## src/rtl/nrf_spi_txn_ctrl.sv

```systemverilog
// ---------------------------------------------------------------------------
// nrf_spi_txn_ctrl
//
// Purpose:
//   Transaction sequencer that sits in front of a Mode 0 byte-level SPI master
//   talking to an nRF24L01 radio. One request becomes one CSN-framed SPI
//   transaction: a command byte followed by 0..MAX_LEN data bytes. CSN is
//   kept low across all bytes through spi_hold_csn. The radio STATUS byte
//   (shifted in during the command byte) is captured. Write payload is
//   pulled from a valid/ready stream. Read payload is pushed out as
//   rdata/rdata_valid pulses. After CSN is released the block enforces a
//   GAP_CYCLES quiet period before it reports done and accepts new work.
//
// Parameters:
//   MAX_LEN     maximum data bytes per transaction (len is clamped to this)
//   GAP_CYCLES  clk cycles of CSN-high quiet time after a transaction (>= 1)
//
// Ports:
//   clk, rst            clock, asynchronous active-low reset
//   req, cmd, len, rw   request pulse and its command byte, length, direction
//   wdata, wdata_valid  write payload stream in
//   wdata_ready         one-cycle pulse: wdata was taken
//   rdata, rdata_valid  read payload byte out with one-cycle valid pulse
//   status              rx byte of the command phase (nRF STATUS)
//   busy, done          transaction in progress / end-of-gap pulse
//   spi_start           one-cycle byte-start pulse to the SPI master
//   spi_tx_byte         byte to send, stable from spi_start to spi_done
//   spi_rx_byte         byte received by the SPI master
//   spi_done, spi_busy  SPI master byte-complete pulse and busy flag
//   spi_hold_csn        keeps CSN asserted between bytes
// ---------------------------------------------------------------------------
module nrf_spi_txn_ctrl #(
    parameter int MAX_LEN    = 32,
    parameter int GAP_CYCLES = 8
) (
    input  logic       clk,
    input  logic       rst,
    input  logic       req,
    input  logic [7:0] cmd,
    input  logic [5:0] len,
    input  logic       rw,
    input  logic [7:0] wdata,
    input  logic       wdata_valid,
    output logic       wdata_ready,
    output logic [7:0] rdata,
    output logic       rdata_valid,
    output logic [7:0] status,
    output logic       busy,
    output logic       done,
    output logic       spi_start,
    output logic [7:0] spi_tx_byte,
    input  logic [7:0] spi_rx_byte,
    input  logic       spi_done,
    input  logic       spi_busy,
    output logic       spi_hold_csn
);

    localparam int             GAP_W     = (GAP_CYCLES > 1) ? $clog2(GAP_CYCLES) : 1;
    localparam logic [GAP_W-1:0] GAP_LAST = GAP_W'(GAP_CYCLES - 1);
    localparam logic [5:0]     MAX_LEN_L = 6'(MAX_LEN);

    typedef enum logic [2:0] {
        ST_IDLE,
        ST_CMD_ISSUE,
        ST_CMD_WAIT,
        ST_DATA_FETCH,
        ST_DATA_ISSUE,
        ST_DATA_WAIT,
        ST_LAST,
        ST_GAP
    } state_t;

    state_t           state, state_d;
    logic [7:0]       cmd_q, cmd_d;
    logic             rw_q, rw_d;
    logic [5:0]       remaining, remaining_d;
    logic [GAP_W-1:0] gap_cnt, gap_cnt_d;

    logic       wdata_ready_d;
    logic [7:0] rdata_d;
    logic       rdata_valid_d;
    logic [7:0] status_d;
    logic       busy_d;
    logic       done_d;
    logic       spi_start_d;
    logic [7:0] spi_tx_byte_d;
    logic       spi_hold_csn_d;

    // State and every output live in this one register bank, so all outputs
    // are glitch-free flops. Reset drops spi_hold_csn, which lets the SPI
    // master (reset on the same net) release CSN straight away.
    always_ff @(posedge clk or negedge rst) begin
        if (!rst) begin
            state        <= ST_IDLE;
            cmd_q        <= 8'h00;
            rw_q         <= 1'b0;
            remaining    <= 6'd0;
            gap_cnt      <= '0;
            wdata_ready  <= 1'b0;
            rdata        <= 8'h00;
            rdata_valid  <= 1'b0;
            status       <= 8'h00;
            busy         <= 1'b0;
            done         <= 1'b0;
            spi_start    <= 1'b0;
            spi_tx_byte  <= 8'h00;
            spi_hold_csn <= 1'b0;
        end else begin
            state        <= state_d;
            cmd_q        <= cmd_d;
            rw_q         <= rw_d;
            remaining    <= remaining_d;
            gap_cnt      <= gap_cnt_d;
            wdata_ready  <= wdata_ready_d;
            rdata        <= rdata_d;
            rdata_valid  <= rdata_valid_d;
            status       <= status_d;
            busy         <= busy_d;
            done         <= done_d;
            spi_start    <= spi_start_d;
            spi_tx_byte  <= spi_tx_byte_d;
            spi_hold_csn <= spi_hold_csn_d;
        end
    end

    // Next-state and next-output logic. Pulse outputs (spi_start,
    // wdata_ready, rdata_valid, done) default to 0 so they last one cycle;
    // everything else holds its value unless a state changes it. Because
    // spi_start is registered, the spi_busy check happens one cycle before the
    // pulse is seen, which is safe since this block is the only thing that
    // can make the master busy.
    always_comb begin
        state_d        = state;
        cmd_d          = cmd_q;
        rw_d           = rw_q;
        remaining_d    = remaining;
        gap_cnt_d      = gap_cnt;
        wdata_ready_d  = 1'b0;
        rdata_d        = rdata;
        rdata_valid_d  = 1'b0;
        status_d       = status;
        busy_d         = busy;
        done_d         = 1'b0;
        spi_start_d    = 1'b0;
        spi_tx_byte_d  = spi_tx_byte;
        spi_hold_csn_d = spi_hold_csn;

        case (state)
            ST_IDLE: begin
                // done is high during the first IDLE cycle; a req arriving
                // together with done is deliberately not taken.
                if (req && !done) begin
                    cmd_d       = cmd;
                    rw_d        = rw;
                    remaining_d = (len > MAX_LEN_L) ? MAX_LEN_L : len;
                    busy_d      = 1'b1;
                    state_d     = ST_CMD_ISSUE;
                end
            end

            ST_CMD_ISSUE: begin
                if (!spi_busy) begin
                    spi_start_d    = 1'b1;
                    spi_tx_byte_d  = cmd_q;
                    spi_hold_csn_d = 1'b1;
                    state_d        = ST_CMD_WAIT;
                end
            end

            ST_CMD_WAIT: begin
                if (spi_done) begin
                    status_d = spi_rx_byte;
                    if (remaining == 6'd0) begin
                        // Releasing hold on the transition makes CSN rise the
                        // cycle after the final spi_done.
                        spi_hold_csn_d = 1'b0;
                        state_d        = ST_LAST;
                    end else begin
                        state_d = ST_DATA_FETCH;
                    end
                end
            end

            ST_DATA_FETCH: begin
                if (!rw_q) begin
                    spi_tx_byte_d = 8'hFF;
                    state_d       = ST_DATA_ISSUE;
                end else if (wdata_valid) begin
                    spi_tx_byte_d = wdata;
                    wdata_ready_d = 1'b1;
                    state_d       = ST_DATA_ISSUE;
                end
            end

            ST_DATA_ISSUE: begin
                if (!spi_busy) begin
                    spi_start_d = 1'b1;
                    state_d     = ST_DATA_WAIT;
                end
            end

            ST_DATA_WAIT: begin
                if (spi_done) begin
                    if (!rw_q) begin
                        rdata_d       = spi_rx_byte;
                        rdata_valid_d = 1'b1;
                    end
                    remaining_d = remaining - 6'd1;
                    if (remaining == 6'd1) begin
                        spi_hold_csn_d = 1'b0;
                        state_d        = ST_LAST;
                    end else begin
                        state_d = ST_DATA_FETCH;
                    end
                end
            end

            ST_LAST: begin
                if (!spi_busy) begin
                    gap_cnt_d = '0;
                    state_d   = ST_GAP;
                end
            end

            ST_GAP: begin
                if (gap_cnt == GAP_LAST) begin
                    done_d  = 1'b1;
                    busy_d  = 1'b0;
                    state_d = ST_IDLE;
                end else begin
                    gap_cnt_d = gap_cnt + GAP_W'(1);
                end
            end

            default: begin
                state_d = ST_IDLE;
            end
        endcase
    end

endmodule

```

## config.mk

```make
export PLATFORM = sky130hd
export DESIGN_NAME = nrf_spi_txn_ctrl
export DESIGN_NICKNAME = d
export VERILOG_FILES = /design/src/rtl/nrf_spi_txn_ctrl.sv
export SDC_FILE = /design/constraint.sdc
export NUM_CORES = 1
export LEC_CHECK = 0
export ABC_CLOCK_PERIOD_IN_PS = 4000
export BUFFER_PORTS_ARGS = -buffer_cell sky130_fd_sc_hd__buf_2
export CAP_MARGIN = 5
export CORE_MARGIN = 5
export CORE_UTILIZATION = 45
export CTS_BUF_LIST = sky130_fd_sc_hd__clkbuf_8
export DETAILED_ROUTE_END_ITERATION = 6
export MAX_ROUTING_LAYER = met4
export PLACE_DENSITY = 0.78
export SLEW_MARGIN = 20
export SYNTH_ARGS = -nofsm -noshare
export SYNTH_HDL_FRONTEND = slang
export SYNTH_SLANG_ARGS = --single-unit
export TNS_END_PERCENT = 30
```

## constraint.sdc

```tcl
create_clock -name clk -period 4 [get_ports clk]
set_clock_uncertainty 0.2 [all_clocks]
set_input_delay 0.2 -clock clk [delete_from_list [all_inputs] [get_ports clk]]
set_output_delay 0.2 -clock clk [all_outputs]
set_load 0.05 [all_outputs]
```

==> results of run 1 <==
[sequential cells by signal, indices dropped and copies added (netlist names), 3 cells and up]
name,flops
status,8
spi_tx_byte,8
cmd_q,8
state,3
remaining,6
rdata,8
gap_cnt,3
[worst max-delay path, stage by stage (launching register included)]
cell	delay [ns]
dfrtp_1	0.77
nand2_1	0.19
nor3_4	0.43
mux2_2	0.40
[worst paths after layout]
| check | from | endpoint | slack [ns] | cells after the start |
|---|---|---|---|---|
| setup / recovery | state[1]$_DFFE_PN0P_ | status[1]$_DFFE_PN0P_ | 1.91 | 3 |
| hold / removal | len[3] | remaining[3]$_DFFE_PN0P_ | 0.03 | 4 |
| setup reg to reg | state[1]$_DFFE_PN0P_ | status[1]$_DFFE_PN0P_ | 1.91 | 3 |
| hold reg to reg | spi_tx_byte[0]$_DFFE_PN0P_ | spi_tx_byte[0]$_DFFE_PN0P_ | 0.29 | 2 |
| max in group asynchronous | rst | spi_tx_byte[0]$_DFFE_PN0P_ | 2.84 | 3 |
| min in group asynchronous | rst | remaining[2]$_DFFE_PN0P_ | 0.32 | 3 |
[power groups by stage]
stage	combinational (uW)	sequential, uW	clock [uW]
CTS	1370	1010	330
global placement	1320	1010	0
floorplan	718	1370	0
global route	1470	1050	350
finish	1360	1010	320
detailed placement	1350	1020	0
[cells by family (layout without fill, tap and decap cells)]
group,Yosys count,count (layout),synth area share
AO/OA/AOI/OAI,57,57,0.155
XOR/XNOR,1,1,0.00346
adder cells (fa/ha/maj),5,5,0.0247
buffers and inverters,19,105,0.0435
flip-flops,51,51,0.505
multiplexers,25,25,0.111
AND/OR/NAND/NOR,61,61,0.157
[through the flow]
stage	worst slack [ns]	hold WS (ns)	instances	util
finish	1.91	0.0267	377	0.586
global route	1.80	0.0690	377	0.586
CTS	1.91	0.0312	377	0.586
detailed placement	1.91	0.157	347	0.527
global placement	1.97	0.151	347	0.527
floorplan	2.07	-0.296	219	-
[routing by layer]
metal	track usage	up-vias	routed length (um)
met2	0.268	43	2860
met3	0.0330	7	205
li1	-	966	-
met5	-	-	0
met4	0.0547	0	87
met1	0.217	945	2430
[layout by cell type, fill, tap and decap left out, types with 2 or more instances in the layout]
cell type and count:
ha_1 5, nand2_1 17, a31oi_1 3, mux2_2 25
dfrtp_1 51, a22oi_1 3, inv_1 7, nand3_1 4
o2bb2ai_1 2, a21o_1 2, o21ai_1 7, buf_4 2
and3b_1 2, o21a_1 2, clkbuf_8 6, nand3b_1 9
buf_2 66, and2_1 2, o21ai_0 16, nor2b_1 3
nor2_1 9, nor3_1 3, a21oi_1 8, dlygate4sd3_1 22
[final cells by class]
| cell class | count | area, um2 |
|---|---|---|
| Fill cell | 490 | 2270 |
| Sequential cell | 51 | 1280 |
| Multi-Input combinational cell | 149 | 1150 |
| Timing Repair Buffer | 90 | 566 |
| Tap cell | 72 | 90.1 |
| Clock buffer | 6 | 82.6 |
| Inverter | 7 | 26.3 |
| Clock inverter | 2 | 16.3 |
[what timing repair did]
action	CTS	global route
hold buffers	22	0
resized for setup	0	0
endpoints found under the hold margin	80	0
==> out/qor.csv, run 1 <==
stage,metric,value,unit
die,die_h,85.0,um
critical_path,critPathMaxFanout,20,
synthesis,yosys-top-cells-count,"51 x dfrtp_1, 25 x mux2_2, 17 x nand2_1, 16 x o21ai_0",
placement,dp_hpwl,3870,um
status,outcome,finished clean,
global_route,grt_pass1_wl,9580,um
placement,port_buffers,66,
pwr,pwr-share-seq,0.376,
synthesis,synth_most_common_cell,dfrtp_1,
pwr,p_int,1370,uW
sta,post-route-period-util,0.522,
hold_path,hp-class,input pin to flip-flop,
critical_path,end_kind,flip-flop,
synthesis,ys_ff_latch,51,
synthesis,synth_cell_types,50,
global_route,grt_max_degree,52,
sta,max_freq,479,MHz
clocking,cts_sinks,51,
synthesis,avgSynthCellArea,11.5,um2
global_route,gr-total-overflow,0,
synthesis,yosysSeqAreaShare,0.505,
pwr,leakage,0.00151,uW
flow_run,max-cap-violations,0,
sta,rsz0062_at_grt,false,
synthesis,yosys_warnings,0,
cells_and_area,fin_nets,346,
sta,hold_violations,0,
die,pin_count,67,
pwr,vdd_drop_max,0.486,mV
global_route,antenna_found_initial,0,
pwr,total_power,2690,uW
pwr,p_switching,1320,uW
pwr,powerDensity,839,nW/um2
critical_path,path_class,flip-flop to flip-flop,
clocking,htreeDepth,2,
critical_path,required,4.00,ns
clocking,cts_tree,done,
synthesis,synth-main-ff-cell,dfrtp_1,
die,start_util,0.462,
critical_path,worst_ep_arrival_time,2.09,ns
global_route,grt_pass1_vias,1972,
pwr,swShare,0.491,
route,vias_per_cell,5.20,
die,dieArea,7220,um2
clocking,insertion_delay,0.31,ns
synthesis,synth_edf_count,0,
sta,tightest_slew,0.705,ns
sta,fin_crit,2.09,ns
sta,max-slew-margin-rel,0.530,
global_route,grt_usage,0.169,
route,dr.pass1.iters,4,
sta,setup_viol,0,
cells_and_area,design_area,3210,um2
die,fp-row-count,27,
route,wl_per_cell,14.8,um
cells_and_area,area_growth,26.8,%
clocking,clk_path_buf_depth,2,
clocking,clockRootBuffer,clkbuf_8,
clocking,cts_setup_buffers,0,
synthesis,syn_inst,219,
synthesis,yosysTopAreaCell,dfrtp_1,
route,antenna_left,0,
pwr,power_frac_clock,0.119,
critical_path,startpoint_type,flip-flop,
route,drc,0,
placement,place.gp.congestion,0.861,
clocking,cts-buffers-inserted,5,
cells_and_area,antenna_cells,0,
clocking,clkSlewWorstSetupHoldPaths,0.10,ns
route,first_iter_violations,186,
pwr,combPwrFrac,0.505,
sta,maxSlewViolCount,0,
route,vias,1961,
placement,dpl-instance-area,2890,um2
synthesis,synth_top_area_share,0.505,
die,dieWidth,85.0,um
synthesis,synth_area,2530,um2
cells_and_area,layout-drive-gt1-share,0.364,
synthesis,synthArstFlopShare,1.00,
sta,tns,0,ns
die,core,5470,um2
synthesis,synthTopCellsByArea,"dfrtp_1 50%, mux2_2 11%, o21ai_0 3.2%, nand3b_1 2.7%, nand2_1 2.5%",
synthesis,synth_nets,261,
route,totalWireLength,5580,um
Note: power is estimated with default switching activity, not from simulation.
==> inputs of run 2 (changes only) <==
--- a/config.mk
+++ b/config.mk
@@ -5,7 +5,7 @@
 export SDC_FILE = /design/constraint.sdc
 export NUM_CORES = 1
 export LEC_CHECK = 0
-export ABC_CLOCK_PERIOD_IN_PS = 4000
+export ABC_CLOCK_PERIOD_IN_PS = 2100
 export BUFFER_PORTS_ARGS = -buffer_cell sky130_fd_sc_hd__buf_2
 export CAP_MARGIN = 5
 export CORE_MARGIN = 5
==> constraint.sdc (replaced) <==
create_clock -name clk -period 2.1 [get_ports clk]
set_clock_uncertainty 0.2 [all_clocks]
set_input_delay 0.105 -clock clk [delete_from_list [all_inputs] [get_ports clk]]
set_output_delay 0.105 -clock clk [all_outputs]
set_load 0.05 [all_outputs]
==> out/qor.csv, run 2 (same netlist as run 1, synthesis figures left out) <==
stage,metric,value,unit
route,totalWireLength,5740,um
pwr,combPwrFrac,0.534,
sta,fin_crit,1.84,ns
cells_and_area,final_cells,395,
sta,post-route-period-util,0.874,
placement,port_buffers,66,
clocking,cts-buffers-inserted,5,
die,dieArea,7220,um2
pwr,powerDensity,1610,nW/um2
sta,whs,0.00351,ns
critical_path,worst_ep_arrival_time,1.83,ns
sta,tightest_slew,0.632,ns
hold_path,hp-class,input pin to flip-flop,
sta,tns,0,ns
route,drc,0,
sta,rsz0062_at_grt,false,
route,vias,2036,
critical_path,rr_endpoint,status[7]$_DFFE_PN0P_,
die,dieWidth,85.0,um
placement,place_inst,356,
critical_path,slowest_stage,dfrtp_1,
die,start_util,0.462,
critical_path,critPathMaxFanout,12,
critical_path,crit_chain,nand2_1 > nor3_4 > mux2_2,
critical_path,cp_top_family,flip-flops,
critical_path,rr_worst_depth,3,
cells_and_area,n_fill_cell,438,
critical_path,critPathLaunch,state[1]$_DFFE_PN0P_,
global_route,grt_max_degree,52,
global_route,grt_pass1_wl,10100,um
sta,hold_violations,0,
critical_path,end_kind,flip-flop,
clocking,cts_sinks,51,
pwr,p_switching,2540,uW
die,die_h,85.0,um
global_route,antenna_found_initial,0,
placement,dpl-instance-area,2970,um2
route,wl_per_cell,14.5,um
route,vias_per_cell,5.15,
global_route,grt_pass1_vias,2109,
sta,max-slew-margin-rel,0.579,
clocking,clkSlewWorstSetupHoldPaths,0.09,ns
sta,setup_viol,0,
clocking,cts_resized,0,
critical_path,crit_buf_inv,0,
cells_and_area,layout_common_cells,"66 x buf_2, 51 x dfrtp_1, 31 x dlygate4sd3_1, 25 x mux2_2, 17 x nand2_1",
cells_and_area,antenna_cells,0,
cells_and_area,layout-drive-gt1-share,0.372,
status,outcome,finished clean,
critical_path,path_depth,3,
critical_path,path_class,flip-flop to flip-flop,
die,core,5470,um2
pwr,leakage,0.00161,uW
pwr,vdd_drop_max,0.940,mV
pwr,pwr-share-seq,0.321,
placement,place.gp.congestion,0.852,
clocking,clockRootBuffer,clkbuf_8,
pwr,p_int,2940,uW
clocking,htreeDepth,2,
placement,dp_hpwl,4010,um
clocking,cts_tree,done,
critical_path,reg2reg_from,state[1]$_DFFE_PN0P_,
critical_path,cpPeakStageDelay,0.59,ns
route,dr.pass1.iters,4,
critical_path,reg2reg_setup_slack,0.26,ns
cells_and_area,fin_nets,364,
critical_path,required,2.09,ns
global_route,grt_usage,0.176,
critical_path,startpoint_type,flip-flop,
route,antenna_left,0,
clocking,clk_path_buf_depth,2,
critical_path,crit_path_end,status[7]$_DFFE_PN0P_,
flow_run,max-cap-violations,0,
die,fp-row-count,27,
sta,max_freq,545,MHz
pwr,swShare,0.463,
clocking,insertion_delay,0.30,ns
sta,maxSlewViolCount,0,
die,pin_count,67,
cells_and_area,area_growth,35.0,%
global_route,gr-total-overflow,0,
cells_and_area,design_area,3410,um2
route,first_iter_violations,120,
cells_and_area,layout_commonest_cell,buf_2,
pwr,power_frac_clock,0.145,
==> run 2: cell types whose count changed in the layout (fill, tap and decap cells not counted), sizes merged <==
| cell | delta |
|---|---|
| buf | +9 |
| dlygate4sd3 | +9 |
| bufinv | +2 |
| clkbuf | -1 |
| clkinv | -1 |
==> run 2: power by group through the flow <==
stage	Clock, uW	Sequential (uW)	Combinational (uW)
2_1_floorplan	0	2620	1370
3_3_place_gp	0	1760	2820
3_5_place_dp	0	1780	2890
4_1_cts	810	1760	2930
5_1_grt	860	1830	3170
6_report	796	1760	2920
==> run 2: how the worst min path moves through the flow <==
stage / startpoint / end / slack, ns / depth (start not counted)
after floorplan: rst / busy$_DFFE_PN0P_ / -0.39 / 0
after global placement: rst / remaining[4]$_DFFE_PN0P_ / 0.06 / 2
after detailed placement: rst / remaining[4]$_DFFE_PN0P_ / 0.06 / 2
after CTS: wdata[0] / spi_tx_byte[0]$_DFFE_PN0P_ / 0.004 / 4
after global routing: wdata[6] / spi_tx_byte[6]$_DFFE_PN0P_ / 0.04 / 4
final: wdata[0] / spi_tx_byte[0]$_DFFE_PN0P_ / 0.004 / 4
==> run 2: tightest hold or removal path: cells and delay by family <==
family / cells / cell delay [ns]
buffers and inverters: 1 / 0.08
AOI/OAI and AO/OA: 2 / 0.20
and+or+nand+nor: 1 / 0.09
==> run 2: what timing repair did <==
action,CTS,global route
endpoints found under the setup margin,0,0
buffers inserted,0,0
hold buffers,31,0
endpoints found under the hold margin,89,0
==> run 2: layer usage <==
metal / share of wire / wire length (um) / track usage
met1: 0.43 / 2450 / 0.216
met3: 0.023 / 134 / 0.0223
met5: 0 / 0 / -
met4: 0.027 / 156 / 0.0705
met2: 0.52 / 3000 / 0.294
==> run 2: stage by stage <==
step / setup slack [ns] / util / total power (uW)
6_report: 0.264 / 0.624 / 5480
5_1_grt: 0.128 / 0.624 / 5860
4_1_cts: 0.243 / 0.624 / 5510
3_5_place_dp: 0.242 / 0.542 / 4670
3_3_place_gp: 0.313 / 0.542 / 4580
2_1_floorplan: 0.168 / - / 3980
==> run 2: cell type report <==
cell class	instances	area (um2)	share of cell area
flip-flops and latches	51	1280	0.374
multi-input cells	149	1150	0.337
repair buffers	108	736	0.216
well taps	72	90.1	0.0264
clock buffers	5	68.8	0.0202
clock inverters	3	67.6	0.0198
inverters	7	26.3	0.00770
==> inputs of run 3 (changes only) <==
--- a/config.mk
+++ b/config.mk
@@ -5,6 +5,7 @@
 export SDC_FILE = /design/constraint.sdc
 export NUM_CORES = 1
 export LEC_CHECK = 0
+export ABC_AREA = 1
 export ABC_CLOCK_PERIOD_IN_PS = 2100
 export BUFFER_PORTS_ARGS = -buffer_cell sky130_fd_sc_hd__buf_2
 export CAP_MARGIN = 5
==> out/qor.csv, run 3 <==
stage,metric,value,unit
die,core,5470,um2
synthesis,yosysSeqAreaShare,0.505,
global_route,grt.busiest_layer,met2,
global_route,grt_util_met2,0.335,
synthesis,yosysTopAreaCell,dfrtp_1,
sta,whs,0.0949,ns
sta,setup_viol,0,
synthesis,avgSynthCellArea,8.07,um2
pwr,vdd_drop_max,0.946,mV
global_route,grtUsageMet3,0.0447,
sta,fin_crit,1.85,ns
global_route,gr-total-overflow,0,
global_route,grt_pass1_wl,11100,um
critical_path,startpoint_type,flip-flop,
synthesis,synthTopCellsByArea,"dfrtp_1 51%, nand2_1 18%, nor2_1 4.2%, inv_1 3.6%, nand3_1 3.4%",
synthesis,synth_most_common_cell,nand2_1,
global_route,grt_usage,0.195,
critical_path,reg2reg_from,state[1]$_DFFE_PN0P_,
critical_path,crit_path_end,spi_tx_byte[3]$_DFFE_PN0P_,
cells_and_area,layout-drive-gt1-share,0.227,
clocking,cts_resized,0,
synthesis,syn_inst,313,
sta,hold_violations,0,
global_route,antenna_found_initial,0,
clocking,cts-buffers-inserted,5,
pwr,leakage,0.00183,uW
route,dr.pass1.iters,5,
clocking,insertion_delay,0.30,ns
cells_and_area,fin_nets,458,
route,wl_per_cell,13.0,um
route,vias,2326,
critical_path,required,2.08,ns
pwr,powerDensity,1480,nW/um2
synthesis,synth-main-ff-cell,dfrtp_1,
global_route,grt_max_degree,22,
critical_path,critPathMaxFanout,12,
die,start_util,0.462,
critical_path,worst_ep_arrival_time,1.83,ns
critical_path,crit_top_cell,nand2_1,
critical_path,reg2reg_setup_slack,0.25,ns
synthesis,yosys_warnings,0,
die,die_h,84.9,um
synthesis,yosys-top-cells-count,"124 x nand2_1, 51 x dfrtp_1, 28 x nor2_1, 24 x inv_1, 17 x nand3_1",
critical_path,rr_worst_depth,7,
critical_path,rr_endpoint,spi_tx_byte[3]$_DFFE_PN0P_,
route,antenna_left,0,
global_route,grt_pass1_vias,2430,
global_route,met1_usage,0.235,
die,dieArea,7210,um2
synthesis,synth_nets,355,
status,outcome,finished clean,
synthesis,synthArstFlopShare,1.00,
route,drc,0,
route,vias_per_cell,4.78,
critical_path,path_class,flip-flop to flip-flop,
hold_path,hold_start,len[5],
sta,max-slew-margin-rel,0.677,
cells_and_area,layout_common_cells,"124 x nand2_1, 66 x buf_2, 51 x dfrtp_1, 34 x dlygate4sd3_1, 28 x nor2_1",
critical_path,slowest_stage,dfrtp_1,
hold_path,hp-class,input pin to flip-flop,
synthesis,synth_top_area_share,0.505,
synthesis,ys_ff_latch,51,
placement,place.gp.congestion,0.895,
critical_path,crit_chain,nand2_2 > nor2_4 > nand2_1 > nand2_2 > inv_2 > nand2_1 > nand2_1,
critical_path,critPathLaunch,state[1]$_DFFE_PN0P_,
cells_and_area,area_growth,31.6,%
clocking,cts_setup_buffers,0,
die,fp-row-count,27,
die,pin_count,67,
cells_and_area,antenna_cells,0,
sta,post-route-period-util,0.881,
die,dieWidth,84.9,um
sta,max_freq,540,MHz
sta,tns,0,ns
flow_run,max-cap-violations,0,
clocking,clk_path_buf_depth,2,
synthesis,synth_area,2530,um2
sta,maxSlewViolCount,0,
synthesis,synth_edf_count,0,
cells_and_area,layout_commonest_cell,nand2_1,
clocking,htreeDepth,2,
synthesis,synth_cell_types,26,
clocking,cts_tree,done,
sta,rsz0062_at_grt,false,
placement,dp_hpwl,4410,um
sta,tightest_slew,0.484,ns
route,first_iter_violations,124,
clocking,cts-hold-fix-buffers,34,
clocking,cts_sinks,51,
critical_path,cpPeakStageDelay,0.63,ns
clocking,clockRootBuffer,clkbuf_8,
critical_path,end_kind,flip-flop,
clocking,clkSlewWorstSetupHoldPaths,0.09,ns
placement,port_buffers,66,
route,totalWireLength,6330,um
run 3: cell count changes in the layout (fill, tap and decap cells not counted), moves of 4 or more:
cell      previous run  this run
buf_4               10         3
inv_1                7        24
inv_2                0         4
mux2_2              25         0
nand2_1             17       124
nand2_2              0         4
nand3_1              4        17
nand3b_1             9         1
nor2_1               9        28
o221ai_1             0         8
run 3: how the worst min path moves through the flow:
stage               depth (start not counted)                       end
CTS                                         7  remaining[5]$_DFFE_PN0P_
detailed placement                          1  remaining[4]$_DFFE_PN0P_
global placement                            1  remaining[4]$_DFFE_PN0P_
floorplan                                   0          busy$_DFFE_PN0P_
global route                                2  remaining[4]$_DFFE_PN0P_
finish                                      7  remaining[5]$_DFFE_PN0P_
run 3: cell type report:
cell class                      count  area (um2)
Timing Repair Buffer              103         693
Multi-Input combinational cell    224        1070
Clock buffer                        5        68.8
Tap cell                           72        90.1
Fill cell                         487        2150
Inverter                           31         121
Clock inverter                      1        7.51
Sequential cell                    51        1280
run 3: power breakdown:
group | switching (uW) | internal [uW]
clock | 307 | 222
sequential | 354 | 1410
combinational | 1890 | 732
run 3: through the flow:
step	std cells	utilization	area (um2)	setup slack [ns]	power [uW]
6_report	487	0.607	3320	0.249	4920
5_1_grt	487	0.607	3320	0.0331	5320
4_1_cts	487	0.607	3320	0.255	4930
3_5_place_dp	447	0.531	2910	0.276	4340
3_3_place_gp	447	0.531	2910	0.354	4270
2_1_floorplan	313	-	2530	0.595	3780
run 3: cells by family (layout without fill, tap and decap cells):
| kind of cell | after synthesis | in the layout | share of synthesized area |
|---|---|---|---|
| AO/OA/AOI/OAI | 34 | 34 | 0.0817 |
| flip-flops | 51 | 51 | 0.505 |
| buffers and inverters | 38 | 140 | 0.0728 |
| AND/OR/NAND/NOR | 185 | 185 | 0.316 |
| adder cells (fa/ha/maj) | 5 | 5 | 0.0248 |
run 3: routing by layer:
| metal | wire (um) | vias up |
|---|---|---|
| met3 | 298 | 6 |
| met4 | 55 | 0 |
| met1 | 2730 | 1077 |
| met2 | 3250 | 52 |
| li1 | - | 1191 |
| met5 | 0 | - |
run 3: worst max-delay path, delay by kind of cell (launching register included):
family,cells,cell delay [ns]
AND/OR/NAND/NOR,6,0.80
flip-flops,1,0.63
buffers and inverters,1,0.11
